==> config.mk <==
export PLATFORM = sky130hd
export DESIGN_NAME = truth_sweep
export DESIGN_NICKNAME = d
export VERILOG_FILES = /design/src/rtl/truth_sweep_pkg.sv /design/src/rtl/truth_sweep_nor_net.sv /design/src/rtl/truth_sweep.sv
export SDC_FILE = /design/constraint.sdc
export NUM_CORES = 1
export LEC_CHECK = 0
export ABC_AREA = 1
export ABC_CLOCK_PERIOD_IN_PS = 2500
export BUFFER_PORTS_ARGS = -buffer_cell sky130_fd_sc_hd__buf_4
export CELL_PAD_IN_SITES_DETAIL_PLACEMENT = 0
export CELL_PAD_IN_SITES_GLOBAL_PLACEMENT = 1
export CORE_MARGIN = 2
export CORE_UTILIZATION = 45
export CTS_BUF_LIST = sky130_fd_sc_hd__clkbuf_4
export CTS_CLUSTER_SIZE = 8
export DETAILED_ROUTE_END_ITERATION = 16
export HOLD_SLACK_MARGIN = 0.15
export PLACE_DENSITY = 0.95
export SLEW_MARGIN = 0
export SYNTH_ARGS = -nofsm -noshare
export SYNTH_HDL_FRONTEND = slang
export SYNTH_HIERARCHICAL = 1
export SYNTH_SLANG_ARGS = --single-unit
export TNS_END_PERCENT = 1
==> constraint.sdc <==
create_clock -name clk -period 2.5 [get_ports clk]
set_input_delay 0.25 -clock clk [delete_from_list [all_inputs] [get_ports clk]]
set_output_delay 0.25 -clock clk [all_outputs]
set_load 0.03 [all_outputs]
==> src/rtl/truth_sweep_pkg.sv <==
// truth_sweep_pkg
// Shared definitions for the truth_sweep block. It holds the encodings of the
// four function selects and the sweep FSM state type. Both the top and the
// NOR network import this package.
package truth_sweep_pkg;

  // Function select encodings carried on the op port.
  localparam logic [1:0] OP_NAND_A = 2'd0;  // ~a & b
  localparam logic [1:0] OP_NAND_B = 2'd1;  // a & ~b
  localparam logic [1:0] OP_NOR    = 2'd2;  // ~(a | b)
  localparam logic [1:0] OP_NAND   = 2'd3;  // ~(a & b)

  typedef enum logic [1:0] {
    IDLE  = 2'd0,
    RUN   = 2'd1,
    DRAIN = 2'd2,
    DONE  = 2'd3
  } state_t;

endpackage

==> src/rtl/truth_sweep_nor_net.sv <==
// nor_net
// Purpose: builds all four truth_sweep functions from two-input NOR gates
// only. A final selector picks the one that op asks for.
// Ports:
//   a, b (in, W)  operands
//   op   (in, 2)  function select (see truth_sweep_pkg)
//   y    (out, W) selected NOR-built result
module nor_net
  import truth_sweep_pkg::*;
#(
  parameter int W = 2
) (
  input  logic [W-1:0] a,
  input  logic [W-1:0] b,
  input  logic [1:0]   op,
  output logic [W-1:0] y
);

  logic [W-1:0] not_a;
  logic [W-1:0] not_b;
  logic [W-1:0] y_nand_a;
  logic [W-1:0] y_nand_b;
  logic [W-1:0] y_nor;
  logic [W-1:0] a_and_b;
  logic [W-1:0] y_nand;

  // An inverter is a NOR with both inputs tied together.
  assign not_a    = ~(a | a);
  assign not_b    = ~(b | b);
  assign y_nand_a = ~(a | not_b);        // ~a & b
  assign y_nand_b = ~(not_a | b);        // a & ~b
  assign y_nor    = ~(a | b);
  assign a_and_b  = ~(not_a | not_b);    // a & b
  assign y_nand   = ~(a_and_b | a_and_b);

  always_comb begin
    y = y_nor;
    case (op)
      OP_NAND_A: y = y_nand_a;
      OP_NAND_B: y = y_nand_b;
      OP_NOR:    y = y_nor;
      OP_NAND:   y = y_nand;
      default:   y = y_nor;
    endcase
  end

endmodule

==> src/rtl/truth_sweep.sv <==
// truth_sweep
// Purpose: exhaustively sweeps every {a, b} operand pair for one function
// select. Each vector goes through a NOR-only structural network and through a
// behavioural expression. The block counts the vectors where the two disagree
// and reports pass when none did.
// Ports:
//   clk, rst_n     clock (rising edge), asynchronous active-low reset
//   start          sweep request, only honoured in IDLE
//   op (2)         function select, latched at start
//   fault_inj      only with TRUTH_SWEEP_FAULT_INJ_EN: flips result bit 0 in RUN
//   busy           high in RUN and DRAIN
//   done           one-cycle pulse when the sweep result is final
//   vec_a, vec_b   current stimulus operands (vec_a = upper counter bits)
//   res_s          registered structural result of the previous vector
//   mismatch_cnt   mismatching vectors in the last or current sweep
//   pass           last completed sweep had no mismatches
// Configuration: define TRUTH_SWEEP_FAULT_INJ_EN to add the fault_inj port.
module truth_sweep
  import truth_sweep_pkg::*;
#(
  parameter int W = 2
) (
  input  logic         clk,
  input  logic         rst_n,
  input  logic         start,
  input  logic [1:0]   op,
`ifdef TRUTH_SWEEP_FAULT_INJ_EN
  input  logic         fault_inj,
`endif
  output logic         busy,
  output logic         done,
  output logic [W-1:0] vec_a,
  output logic [W-1:0] vec_b,
  output logic [W-1:0] res_s,
  output logic [2*W:0] mismatch_cnt,
  output logic         pass
);

  localparam int N  = 2**(2*W);
  localparam int CW = 2*W+1;

  localparam logic [2*W-1:0] VEC_ONE  = (2*W)'(1);
  localparam logic [2*W-1:0] VEC_LAST = (2*W)'(N-1);
  localparam logic [CW-1:0]  CNT_ONE  = CW'(1);

  state_t         state;
  state_t         next_state;
  logic [2*W-1:0] vec_cnt;
  logic [1:0]     op_q;
  logic [W-1:0]   res_nor;
  logic [W-1:0]   res_struct;
  logic [W-1:0]   res_beh;
  logic           cmp_flag;
  logic           cmp_valid;

  assign vec_a = vec_cnt[2*W-1:W];
  assign vec_b = vec_cnt[W-1:0];
  assign busy  = (state == RUN) || (state == DRAIN);

  nor_net #(.W(W)) u_nor_net (
    .a  (vec_a),
    .b  (vec_b),
    .op (op_q),
    .y  (res_nor)
  );

`ifdef TRUTH_SWEEP_FAULT_INJ_EN
  always_comb begin
    res_struct    = res_nor;
    res_struct[0] = res_nor[0] ^ (fault_inj && (state == RUN));
  end
`else
  assign res_struct = res_nor;
`endif

  // Golden reference written straight from the function definitions.
  always_comb begin
    res_beh = ~(vec_a | vec_b);
    case (op_q)
      OP_NAND_A: res_beh = ~vec_a & vec_b;
      OP_NAND_B: res_beh = vec_a & ~vec_b;
      OP_NOR:    res_beh = ~(vec_a | vec_b);
      OP_NAND:   res_beh = ~(vec_a & vec_b);
      default:   res_beh = ~(vec_a | vec_b);
    endcase
  end

  always_ff @(posedge clk or negedge rst_n) begin
    if (!rst_n) state <= IDLE;
    else        state <= next_state;
  end

  always_comb begin
    next_state = state;
    case (state)
      IDLE:    if (start) next_state = RUN;
      RUN:     if (vec_cnt == VEC_LAST) next_state = DRAIN;
      DRAIN:   next_state = DONE;
      DONE:    next_state = IDLE;
      default: next_state = IDLE;
    endcase
  end

  // Compares are pipelined by one cycle. The flag registered with res_s is
  // retired into mismatch_cnt on the following edge, so the last vector's
  // compare lands during DRAIN. done is registered out of DONE so that it
  // rises on the same edge where pass takes its final value.
  always_ff @(posedge clk or negedge rst_n) begin
    if (!rst_n) begin
      vec_cnt      <= '0;
      op_q         <= '0;
      res_s        <= '0;
      cmp_flag     <= 1'b0;
      cmp_valid    <= 1'b0;
      mismatch_cnt <= '0;
      pass         <= 1'b0;
      done         <= 1'b0;
    end else begin
      done      <= (state == DONE);
      cmp_valid <= 1'b0;
      if (cmp_valid && cmp_flag && (mismatch_cnt != '1))
        mismatch_cnt <= mismatch_cnt + CNT_ONE;
      case (state)
        IDLE: begin
          if (start) begin
            op_q         <= op;
            vec_cnt      <= '0;
            mismatch_cnt <= '0;
            pass         <= 1'b0;
          end
        end
        RUN: begin
          vec_cnt   <= vec_cnt + VEC_ONE;
          res_s     <= res_struct;
          cmp_flag  <= (res_struct != res_beh);
          cmp_valid <= 1'b1;
        end
        DONE:    pass <= (mismatch_cnt == '0);
        default: ;
      endcase
    end
  end

endmodule

==> metrics.yaml <==
synth:
  yosys.area.top_type_share: 0.436
  ys_seq_elements: 19
  netlist_area_mm2: 0.00109
  syn_nets: 152
  synth_warnings: 6
  synth_common_cells: "30 x nand2_1, 21 x inv_1, 19 x dfrtp_1"
  synth_ff_type: "dfrtp_1"
  netlist_instances: 138
  avgSynthCellArea_um2: 7.91
  yosysTopAreaCell: "dfrtp_1"
  synth_edf_count: 0
  yosysMostFrequentCell: "nand2_1"
  ys_types: 20
  yosysSeqAreaShare: 0.436
  async_reset_ff_frac: 1.00
  synth.area.top_cells: "dfrtp_1 44%, ha_1 10%, nand2_1 10%"
drt:
  wl_met2_um: 1100
  route.met3.wl_um: 73
  avgViaCountPerCell: 5.09
  drt-met1-wl_um: 1060
  routedWlPerCell_um: 12.0
  vias: 957
  drt_iter0_drc: 15
  finalWirelength_um: 2260
  route.detailed.drc: 0
  drt_pre_antenna_iters: 4
  top_layer_used: "met4"
  final_antenna_net_count: 0
cells_and_area:
  areaGrowthSynthToFinish_pct: 18.8
  stdcell_area_mm2: 0.00130
  n_antenna_cell: 0
  fin_util: 0.575
  nNetsFinal: 175
  stdcell_count: 188
  drive_gt1_frac: 0.181
setup_path:
  r2r-start: "state[0]$_DFFE_PN0P_"
  r2r-end: "vec_cnt[3]$_DFFE_PN0P_"
  start_kind: "register"
  worst-r2r-setup-slack_ns: 0.78
  critPathMaxFanout: 12
  criticalPathCategory: "register to register"
  reg2regPathDepth: 7
  critPathArrivalTime_ns: 1.93
  cp.required_ns: 2.71
  crit_path_end_kind: "register"
clock_tree:
  cts.sink_count: 19
  clock_tree.root_cell: "clkbuf_4"
  clk_path_buf_depth: 2
  cts_buffers: 3
  cts_tree: "yes"
  clk_pin_slew_ns: 0.12
  htreeDepth: 1
  post_cts_resized: 0
  clk_latency_ns: 0.31
sta:
  period_share: 0.688
  grt_setup_unrepaired: "no"
  setup-violations-final: 0
  hold_viol_final: 0
  relSlewSlack: 0.716
  max_freq_mhz: 582
  finalClockSkew_ns: 0.00842
  period_needed_ns: 1.72
  slew_viol_final: 0
  worst_pin_slew_ns: 0.425
  tns_ns: 0
die:
  die_h_um: 53.2
  floorplan.initialDensity: 0.484
  rows: 17
  core_area_mm2: 0.00225
  dieArea_mm2: 0.00283
  ioPinCount: 19
  die_w_um: 53.2
power:
  peakVddDrop_mv: 0.910
  powerDensity_mw_per_mm2: 1410
  power_leakage_nw: 0.677
min_path:
  min_path_type: "input port to register"
  whs_path_depth: 3
  min_from: "op[1]"
  hold_end: "op_q[1]$_DFFE_PN0P_"
global_route:
  grt_pass1_vias: 890
  antenna_found_initial: 0
  grt_start_max_net_pins: 20
  grt_overflow: 0
  grt_pass1_wl_um: 3860
  grt_use_total: 0.193
placed_design:
  dp_hpwl_um: 1760
  gp_congestion: 0.764
  portBuffers: 18
  placed_area_mm2: 0.00126
  place_inst: 183
status:
  status: "complete, no violations"
job:
  maxCapViolCount: 0
registers in the layout, summed over array words and instances, names as in the netlist:
| register | count |
|---|---|
| cmp_flag | 1 |
| cmp_valid | 1 |
| pass | 1 |
| mismatch_cnt | 5 |
| done | 1 |
| state | 2 |
| op_q | 2 |
| res_s | 2 |
| vec_cnt | 4 |
cell type report:
type	count	area [um^2]
well taps	28	35.0
flip-flops and latches	19	475
repair buffers	19	145
inverters	23	86.3
fillers	209	958
clock inverters	1	7.51
multi-input cells	95	524
clock buffers	3	22.5
layout by cell type (no fill, tap or decap):
cell           netlist  routed
a21oi_1             11      11
a31oi_1              1       1
buf_4                0      18
clkbuf_4             0       3
clkinvlp_4           0       1
dfrtp_1             19      19
dlygate4sd3_1        0       1
ha_1                 9       9
inv_1               21      21
inv_2                2       2
nand2_1             30      30
nand3_1              9       9
nand4_2              1       1
nor2_1              15      15
nor2_2               1       1
nor3_2               1       1
o211ai_1             1       1
o21ai_0             10      10
o21ai_1              2       2
o21ai_2              1       1
o21ai_4              1       1
o22ai_1              1       1
o41ai_1              1       1
kinds of logic (layout without fill, tap and decap cells):
group,Yosys count,count (layout),share of synthesized area
compound gates,29,29,0.155
fa+ha+maj,9,9,0.103
buf+inv,24,46,0.0837
flops,19,19,0.436
simple gates,57,57,0.222
per-stage QoR:
stage / power, mW / hold slack (ns) / worst slack [ns]
floorplan: 1.34 / -0.0456 / 0.843
global placement: 1.63 / 0.132 / 0.893
detailed placement: 1.68 / 0.137 / 0.811
CTS: 1.84 / 0.184 / 0.791
global route: 2.00 / 0.201 / 0.564
finish: 1.83 / 0.177 / 0.781
critical path: stages (launching register included):
cell	delay, ns
dfrtp_1	0.43
inv_1	0.14
ha_1	0.26
nand2_1	0.30
o21ai_4	0.19
nand4_2	0.12
o22ai_1	0.14
a21oi_1	0.05
power breakdown:
part | internal (mW) | switching [mW] | total (mW)
Sequential | 0.442 | 0.151 | 0.593
Clock | 0.0610 | 0.106 | 0.167
Combinational | 0.376 | 0.693 | 1.07
what timing repair did:
item | CTS | global route
hold endpoints to repair | 19 | 0
hold buffers | 1 | 0
setup buffers | 0 | 0
setup endpoints to repair | 0 | 0
worst max-delay path by stage:
stage                                      to  depth (start not counted)                      start  slack [ns]
floorplan           mismatch_cnt[2]$_DFF_PN0_                          9  mismatch_cnt[0]$_DFF_PN0_        0.84
finish                 vec_cnt[3]$_DFFE_PN0P_                          7       state[0]$_DFFE_PN0P_        0.78
detailed placement     vec_cnt[3]$_DFFE_PN0P_                          7       state[0]$_DFFE_PN0P_        0.81
global route        mismatch_cnt[2]$_DFF_PN0_                          9  mismatch_cnt[0]$_DFF_PN0_        0.56
global placement    mismatch_cnt[2]$_DFF_PN0_                          9  mismatch_cnt[0]$_DFF_PN0_        0.89
CTS                    vec_cnt[3]$_DFFE_PN0P_                          7       state[0]$_DFFE_PN0P_        0.79
layer usage:
layer,up-vias,track usage
li1,488,-
met3,4,0.0169
met2,18,0.344
met4,0,0.0769
met1,447,0.237
met5,-,0
(Power assumes the default switching activity.)
